===== config.mk =====
export PLATFORM = sky130hd
export DESIGN_NAME = video_timing_gen
export DESIGN_NICKNAME = d
export VERILOG_FILES = /design/src/rtl/video_timing_pkg.sv /design/src/rtl/video_axis_counter.sv /design/src/rtl/video_timing_gen.sv
export SDC_FILE = /design/constraint.sdc
export NUM_CORES = 1
export LEC_CHECK = 0
export ABC_CLOCK_PERIOD_IN_PS = 5750
export BUFFER_PORTS_ARGS = -buffer_cell sky130_fd_sc_hd__buf_2
export CAP_MARGIN = 20
export CORE_UTILIZATION = 25
export CTS_CLUSTER_SIZE = 8
export DETAILED_ROUTE_END_ITERATION = 12
export HOLD_SLACK_MARGIN = 0.08
export PLACE_DENSITY_LB_ADDON = 0.25
export SLEW_MARGIN = 20
export SYNTH_ARGS = -nofsm -noshare
export SYNTH_HDL_FRONTEND = slang
export SYNTH_SLANG_ARGS = --single-unit

===== constraint.sdc =====
create_clock -name clk_i -period 5.75 [get_ports clk_i]
set_clock_uncertainty 0.05 [all_clocks]
set_input_delay 1.15 -clock clk_i [delete_from_list [all_inputs] [get_ports clk_i]]
set_output_delay 1.15 -clock clk_i [all_outputs]
set_load 0.03 [all_outputs]

===== src/rtl/video_timing_pkg.sv =====
// Default raster timing for the two vertical modes plus helpers that derive
// line/frame totals and sync window bounds from the porch/sync widths.
package video_timing_pkg;

    // Horizontal timing, shared by both modes
    localparam int unsigned DEF_H_ACTIVE  = 640;
    localparam int unsigned DEF_H_FP      = 16;
    localparam int unsigned DEF_H_SYNC    = 96;
    localparam int unsigned DEF_H_BP      = 48;
    localparam bit          DEF_H_POL     = 1'b0;

    // Mode 0: 640x480
    localparam int unsigned DEF_V0_ACTIVE = 480;
    localparam int unsigned DEF_V0_FP     = 10;
    localparam int unsigned DEF_V0_SYNC   = 2;
    localparam int unsigned DEF_V0_BP     = 33;
    localparam bit          DEF_V0_POL    = 1'b0;

    // Mode 1: 640x400
    localparam int unsigned DEF_V1_ACTIVE = 400;
    localparam int unsigned DEF_V1_FP     = 12;
    localparam int unsigned DEF_V1_SYNC   = 2;
    localparam int unsigned DEF_V1_BP     = 35;
    localparam bit          DEF_V1_POL    = 1'b1;

    // Derived bounds of one axis; sync is asserted for sync_start <= pos < sync_end
    typedef struct packed {
        logic [31:0] total;
        logic [31:0] sync_start;
        logic [31:0] sync_end;
    } axis_bounds_t;

    function automatic axis_bounds_t axis_bounds(input int unsigned active,
                                                 input int unsigned fp,
                                                 input int unsigned sync,
                                                 input int unsigned bp);
        axis_bounds_t b;
        b.total      = active + fp + sync + bp;
        b.sync_start = active + fp;
        b.sync_end   = active + fp + sync;
        return b;
    endfunction

    function automatic logic in_window(input logic [31:0] pos,
                                       input logic [31:0] lo,
                                       input logic [31:0] hi);
        return (pos >= lo) && (pos < hi);
    endfunction

endpackage


===== src/rtl/video_axis_counter.sv =====
// Wrapping position counter with a run-time maximum. Also exposes its next
// value so the parent can register sync outputs aligned with the count.
module video_axis_counter #(
    parameter int unsigned W = 10
) (
    input  logic         clk_i,
    input  logic         rst_ni,
    input  logic         en_i,
    input  logic [W-1:0] max_i,
    output logic [W-1:0] count_o,
    output logic [W-1:0] count_next_o,
    output logic         wrap_o
);

    logic [W-1:0] count_q, count_d;

    // Next count: advance when enabled, wrapping to zero after max_i
    always_comb begin
        wrap_o  = en_i && (count_q == max_i);
        count_d = count_q;
        if (en_i) begin
            count_d = (count_q == max_i) ? '0 : count_q + 1'b1;
        end
    end

    // Count register
    always_ff @(posedge clk_i or negedge rst_ni) begin
        if (!rst_ni) begin
            count_q <= '0;
        end else begin
            count_q <= count_d;
        end
    end

    assign count_o      = count_q;
    assign count_next_o = count_d;

endmodule


===== src/rtl/video_timing_gen.sv =====
// Parametrised VGA raster timing generator with a pixel-clock divider, two
// vertical modes switched only at frame wrap, line/frame strobes and a frame
// counter. Sync outputs are registered from next counter values so they line
// up with hpos/vpos.
module video_timing_gen
    import video_timing_pkg::*;
#(
    parameter int unsigned H_W       = 10,
    parameter int unsigned V_W       = 10,
    parameter int unsigned FRAME_W   = 8,
    parameter int unsigned CLK_DIV   = 1,
    parameter int unsigned H_ACTIVE  = DEF_H_ACTIVE,
    parameter int unsigned H_FP      = DEF_H_FP,
    parameter int unsigned H_SYNC    = DEF_H_SYNC,
    parameter int unsigned H_BP      = DEF_H_BP,
    parameter bit          H_POL     = DEF_H_POL,
    parameter int unsigned V0_ACTIVE = DEF_V0_ACTIVE,
    parameter int unsigned V0_FP     = DEF_V0_FP,
    parameter int unsigned V0_SYNC   = DEF_V0_SYNC,
    parameter int unsigned V0_BP     = DEF_V0_BP,
    parameter bit          V0_POL    = DEF_V0_POL,
    parameter int unsigned V1_ACTIVE = DEF_V1_ACTIVE,
    parameter int unsigned V1_FP     = DEF_V1_FP,
    parameter int unsigned V1_SYNC   = DEF_V1_SYNC,
    parameter int unsigned V1_BP     = DEF_V1_BP,
    parameter bit          V1_POL    = DEF_V1_POL
) (
    input  logic               clk_i,
    input  logic               rst_ni,
    input  logic               mode_sel_i,
    output logic               hsync_o,
    output logic               vsync_o,
    output logic               display_on_o,
    output logic [H_W-1:0]     hpos_o,
    output logic [V_W-1:0]     vpos_o,
    output logic               pix_en_o,
    output logic               line_start_o,
    output logic               frame_start_o,
    output logic [FRAME_W-1:0] frame_count_o,
    output logic               mode_active_o
);

    localparam axis_bounds_t HB  = axis_bounds(H_ACTIVE, H_FP, H_SYNC, H_BP);
    localparam axis_bounds_t V0B = axis_bounds(V0_ACTIVE, V0_FP, V0_SYNC, V0_BP);
    localparam axis_bounds_t V1B = axis_bounds(V1_ACTIVE, V1_FP, V1_SYNC, V1_BP);

    localparam logic [H_W-1:0] H_MAX  = H_W'(HB.total - 32'd1);
    localparam logic [V_W-1:0] V0_MAX = V_W'(V0B.total - 32'd1);
    localparam logic [V_W-1:0] V1_MAX = V_W'(V1B.total - 32'd1);

    localparam int unsigned      DIV_W    = (CLK_DIV > 1) ? $clog2(CLK_DIV) : 1;
    localparam logic [DIV_W-1:0] DCNT_MAX = DIV_W'(CLK_DIV - 1);

    logic               run_q, run_d;
    logic [DIV_W-1:0]   dcnt_q, dcnt_d;
    logic               mode_q, mode_d;
    logic [FRAME_W-1:0] frame_q, frame_d;
    logic               hsync_q, hsync_d;
    logic               vsync_q, vsync_d;

    logic               adv;
    logic [H_W-1:0]     hpos, h_next;
    logic [V_W-1:0]     vpos, v_next;
    logic [V_W-1:0]     v_max;
    logic               h_wrap, frame_wrap;
    logic               v_pol;
    logic [31:0]        v_active;

    // Pixel counters step on the last clk of each divided pixel period
    assign adv   = run_q && (dcnt_q == DCNT_MAX);
    assign v_max = mode_q ? V1_MAX : V0_MAX;

    video_axis_counter #(
        .W (H_W)
    ) u_hcnt (
        .clk_i        (clk_i),
        .rst_ni       (rst_ni),
        .en_i         (adv),
        .max_i        (H_MAX),
        .count_o      (hpos),
        .count_next_o (h_next),
        .wrap_o       (h_wrap)
    );

    video_axis_counter #(
        .W (V_W)
    ) u_vcnt (
        .clk_i        (clk_i),
        .rst_ni       (rst_ni),
        .en_i         (h_wrap),
        .max_i        (v_max),
        .count_o      (vpos),
        .count_next_o (v_next),
        .wrap_o       (frame_wrap)
    );

    // Next-state: divider, mode latch at run start / frame wrap, frame count, syncs
    always_comb begin
        run_d   = 1'b1;
        dcnt_d  = dcnt_q;
        if (run_q) begin
            dcnt_d = (dcnt_q == DCNT_MAX) ? '0 : dcnt_q + 1'b1;
        end
        mode_d  = (!run_q || frame_wrap) ? mode_sel_i : mode_q;
        frame_d = frame_wrap ? frame_q + 1'b1 : frame_q;
        hsync_d = in_window(32'(h_next), HB.sync_start, HB.sync_end) ? H_POL : ~H_POL;
        // Use the incoming mode so a polarity change lands on the wrap edge
        v_pol   = mode_d ? V1_POL : V0_POL;
        if (mode_d) begin
            vsync_d = in_window(32'(v_next), V1B.sync_start, V1B.sync_end) ? v_pol : ~v_pol;
        end else begin
            vsync_d = in_window(32'(v_next), V0B.sync_start, V0B.sync_end) ? v_pol : ~v_pol;
        end
    end

    // State registers
    always_ff @(posedge clk_i or negedge rst_ni) begin
        if (!rst_ni) begin
            run_q   <= 1'b0;
            dcnt_q  <= '0;
            mode_q  <= 1'b0;
            frame_q <= '0;
            hsync_q <= ~H_POL;
            vsync_q <= ~V0_POL;
        end else begin
            run_q   <= run_d;
            dcnt_q  <= dcnt_d;
            mode_q  <= mode_d;
            frame_q <= frame_d;
            hsync_q <= hsync_d;
            vsync_q <= vsync_d;
        end
    end

    // Strobes and visible-area flag, decoded from registers only
    always_comb begin
        v_active      = mode_q ? V1_ACTIVE : V0_ACTIVE;
        pix_en_o      = run_q && (dcnt_q == '0);
        line_start_o  = pix_en_o && (hpos == '0);
        frame_start_o = line_start_o && (vpos == '0);
        display_on_o  = (32'(hpos) < H_ACTIVE) && (32'(vpos) < v_active);
    end

    assign hsync_o       = hsync_q;
    assign vsync_o       = vsync_q;
    assign hpos_o        = hpos;
    assign vpos_o        = vpos;
    assign frame_count_o = frame_q;
    assign mode_active_o = mode_q;

endmodule


[Yosys cells after proc, flatten, opt, wreduce, memory -nomap -nowiden]
Index checks and enable logic that the tools add are counted.
Storage, ports and cells
  register bits after elaboration: 33
  input bits: 3
  output and inout port bits: 35
  logic and storage cells: 50
Operators by class
  add/subtract/negate cells: 4
  $lt $le $gt $ge: 8
  equal/unequal tests: 2
  multiplexer cells: 13
  bitwise gates (word level): 2
  reductions and logical operators: 13
Operator list (number)
  $mux 10: 5
  $add 10x1->10 const B: 2
  $ge 10x9->1 const B: 2
  $logic_not 10->1: 2
  $lt 10x10->1 const B: 2
  $lt 10x9->1 const B: 2
  $eq 10x10->1: 1
  $eq 10x10->1 const B: 1
  $ge 10x10->1 const B: 1
  $lt 10x9->1: 1
  $logic_and 1x1->1: 9
  $add 8x1->8 const B: 1
  $mux 1: 7
  $mux 7: 1
  $not 1->1: 2
  $add 1x1->1 const B: 1
  $logic_not 1->1: 1
  $logic_or 1x1->1: 1

[Depth between registers and ports, before layout]
  depth in word-level cells: 10
  gate-level depth with buffers: 9
  depth with buffers taken out: 8

[Cells and area by module]
A second synthesis with hierarchy kept.
Unflattened totals
  cells, all modules: 183
  area total of the unflattened synthesis: 1850.5 um^2
Modules (own cells, without submodules)
  video_axis_counter: times used 2, cells an instance 59, area each 591.8 um^2
  video_timing_gen: times used 1, cells an instance 65, area each 666.9 um^2

[Worst setup path before layout]
OpenSTA, ideal clock, no wires.
  path kind: flip-flop to output port
  start: reg run_q
  end: out frame_start_o
  data arrival time: 2.150 ns
  required time: 4.550 ns
  path slack: 2.400 ns
  stages on the path, launching flop included: 5
  path through: dfrtp_1 > buf_2 > nor4b_4 > and4b_1 > nor3b_1
On the way
  cells in the longest elaborated chain, start to end: 3
Ends and longest elaborated chain
  start, declared: line video_timing_gen.sv:54  | logic run_q, run_d;
  start signal, assigned: line video_timing_gen.sv:126  | run_q <= run_d;
  $logic_and 1x1->1: line video_timing_gen.sv:138  | pix_en_o = run_q && (dcnt_q == '0);
  $logic_and 1x1->1: line video_timing_gen.sv:139  | line_start_o = pix_en_o && (hpos == '0);
  via line_start_o: line video_timing_gen.sv:37  | output logic line_start_o,
  $logic_and 1x1->1: line video_timing_gen.sv:140  | frame_start_o = line_start_o && (vpos == '0);
  end, declared: line video_timing_gen.sv:38  | output logic frame_start_o,
The timed path passes the listed nets, and every way through them passes these cells.

[Worst setup path after layout]
  start: reg run_q
  end: out frame_start_o
On the way
  cells in the longest elaborated chain, start to end: 3
Ends and longest elaborated chain (line)
  $logic_and 1x1->1: video_timing_gen.sv:138
  $logic_and 1x1->1: video_timing_gen.sv:139
  $logic_and 1x1->1: video_timing_gen.sv:140
Every way passes these cells.

==> results.txt <==
----------------------------------------------------
[Place]
  RePlAce Congestion ... 0.767
  HPWL after detailed placement ... 3.55 mm
  Pre-CTS setup slack ... 2.98 ns
  Port Buf Inserts ... 37

[GRT]
  Wire length of the first global-routing pass ... 8.34 mm
  Via count of the first global-routing pass ... 1592
  Global routing usage summed across all routing layers ... 0.127
  Leftover overflow at the end of global routing ... 0
  Antenna violations before repair ... 0
  Maximum number of pins on one net before global-route repair ... 33

[STA]
  Post-route clock period utilization ... 0.533
  Unrepaired setup endpoints after global routing ... false
  Setup total negative slack ... 0 ns
  Slew Viols, Final ... 0
  Highest clock rate ... 0.327 GHz
  Minimum setup slack in the final design ... 2.69 ns
  Tightest slew margin relative to the limit ... 0.484
  Final period demand of the worst path ... 3.06 ns
  Slew at the pin with the worst max-slew slack ... 0.774 ns
  Setup violations, final ... 0
  Final hold violations ... 0

[Logic synthesis]
  Gate count of the mapped netlist ... 212
  FFs w/ async S/R, synth ... 1.00
  Area contributors post-synth ... dfrtp_1 (38%), xnor2_1 (4.9%), ha_1 (4.5%)
  Post-synthesis area per instance ... 9.24 sq um
  Number of nets in the synthesized netlist ... 222
  Fraction of the yosys area taken by sequential cells ... 0.410
  Cell type with the largest total area after synthesis ... dfrtp_1
  Share of the synthesized area in the top cell type ... 0.383
  Cell variety after synth ... 49
  Primary flip-flop cell chosen by synthesis mapping ... dfrtp_1
  Number of flops mapped to enable cells by yosys ... 0
  Flip-flop and latch count after synthesis ... 32
  Count of warnings emitted by yosys ... 0
  Summed instance area of the synthesized netlist ... 1960 sq um

[Power]
  VDD IR-drop max ... 0.145 mV
  Cell Pwr Density ... 251 nW/um^2
  Leakage Power ... 1.07 nW

[Worst setup path]
  Sequence of cells on the critical path ... nor4b_4 > and4b_1 > nor3b_1 > buf_2
  Top fanout value on the critical path ... 11
  Highest cell delay on the worst timing path ... 0.55 ns
  Launching element type of the critical path ... flip-flop
  Type of destination of the critical path ... primary output
  Data required time at the worst endpoint ... 4.55 ns
  Data arrival, critical path ... 1.86 ns
  Crit path kind ... reg -> out
  Slowest cell on crit path ... dfrtp_1

[Finish]
  Most common cell after layout, fill and taps aside ... buf_2
  Final net count ... 254
  Most used cells in the layout excluding fill and tap cells ... buf_2 (37), dfrtp_1 (30), nand2_1 (20), nor2_1 (16)
  Inserted Diodes ... 0
  Fraction of final layout cells sized beyond drive strength 1 ... 0.216
  P&R area growth vs syn ... 16.6%

[Run]
  Number of max-cap violations ... 0

[Floorplan]
  Die Footprint ... 8200 sq um
  Area of the core ... 7410 sq um
  Die Height ... 90.5 um
  Initial Util ... 0.264
  Top-level port count ... 38
  Std cell rows ... 31
  Die width ... 90.5 um

[Clock tree]
  Clock-pin slew reported for the worst setup and hold paths after clock tree synthesis ... 0.07 ns
  Number of buffers on the longest clock path ... 2
  TritonCTS clock tree ... built
  TritonCTS Buffers ... 5
  Buffers inserted during post-CTS setup optimization ... 0
  Clk sink count ... 32
  H-tree Lvls ... 2
  Cts repair resizes ... 0
  Hold-fix buffer count after cts ... 0
  Source-to-sink clock delay at the later pin of the worst-skew pair ... 0.28 ns
  Root buffer cell ... clkbuf_8

[Status]
  Outcome ... complete, no violations

[Routing]
  Post-DRT Antenna Nets ... 0
  Routed WL ... 4.99 mm
  Number of remaining DRC errors ... 0
  Via count ... 1693
  Average wire per cell in the routed design ... 14.5 um
  Iter 0 DRT Violations ... 71
  DR vias/cell ... 4.92
  Detailed-routing iteration count for the pre-antenna-repair pass ... 4

[Min path]
  Type of the tightest min-delay check ... reg -> reg

----------------------------------------------------
kinds of logic (layout without fill, tap and decap cells):
logic type | count (synthesis) | in the layout | synth area share
and+or+nand+nor | 95 | 95 | 0.275
AOI/OAI and AO/OA | 32 | 32 | 0.112
DFF | 32 | 32 | 0.410
buffers and inverters | 24 | 57 | 0.0594
xor gates and xnor gates | 17 | 17 | 0.0760
adders and majority gates | 7 | 7 | 0.0447
muxes | 4 | 4 | 0.0211
other | 1 | 1 | 0.00191
power by group:
group,leakage (nW),internal [W],switching [W]
logic,0.601,0.0000408,0.0000799
registers,0.426,0.000244,0.0000349
clock network,0.0479,0.0000843,0.0000900
sequential cells by signal (all words and copies together) (netlist names):
name	flops
u_hcnt.count_o	10
u_vcnt.count_o	10
frame_count_o	8
hsync_o	1
mode_active_o	1
run_q	1
vsync_o	1
synth_stat cells (all sizes together) (2+ instances only):
master  number
o211ai       4
o21ai       10
nor4         4
a21oi        3
nor3b        2
nor3        10
buf         11
or3          2
nand4        9
and4b        3
mux2i        3
dfstp        2
nor4b        2
nor2        17
o21a         3
nand3        7
o31ai        3
and3         8
nand2b       3
xnor2       11
inv         11
dfrtp       30
ha           7
nor2b        2
xor2         6
nand2       20
layout make-up:
class | count | area [sq um]
Fill cell | 779 | 5120
Clock buffer | 5 | 68.8
Tap cell | 99 | 124
Clock inverter | 3 | 18.8
Timing Repair Buffer | 37 | 185
Inverter | 12 | 45.0
Sequential cell | 32 | 803
Multi-Input combinational cell | 156 | 1040
layer usage:
metal | global-route usage | vias to the layer above | routed length (um) | share of wire
met5 | 0 | - | 0 | 0
met2 | 0.198 | 40 | 2300 | 0.46
met4 | 0.0417 | 0 | 65 | 0.013
met3 | 0.0345 | 8 | 229 | 0.046
li1 | - | 816 | - | -
met1 | 0.171 | 829 | 2390 | 0.48
per-stage QoR:
step,hold WS [ns],utilization,cells,power [W],cell area [sq um]
3_3_place_gp,0.413,0.297,336,0.000405,2200
4_1_cts,0.433,0.308,344,0.000584,2280
6_report,0.418,0.308,344,0.000574,2280
3_5_place_dp,0.422,0.297,336,0.000404,2200
2_1_floorplan,0.604,-,212,0.000363,1960
5_1_grt,0.453,0.308,344,0.000608,2280
critical path: cells and delay by family, from the launching register on:
family	cells	cell delay (ns)
flops	1	0.55
buf+inv	1	0.23
simple gates	3	0.80
path summary, 6_finish.rpt:
kind / start / endpoint / slack, ns / depth (start not counted)
max in group asynchronous: rst_ni / u_hcnt.count_o[1] / 4.27 / 1
worst min-delay path: frame_count_o[7] / frame_count_o[7] / 0.42 / 1
worst max-delay path: run_q / frame_start_o / 2.69 / 4
worst max register to register: run_q / vsync_o / 2.98 / 6
worst min register to register: frame_count_o[7] / frame_count_o[7] / 0.42 / 1
min in group asynchronous: rst_ni / u_hcnt.count_o[6] / 0.89 / 1
No activity file was read; power rests on OpenSTA's default activity.
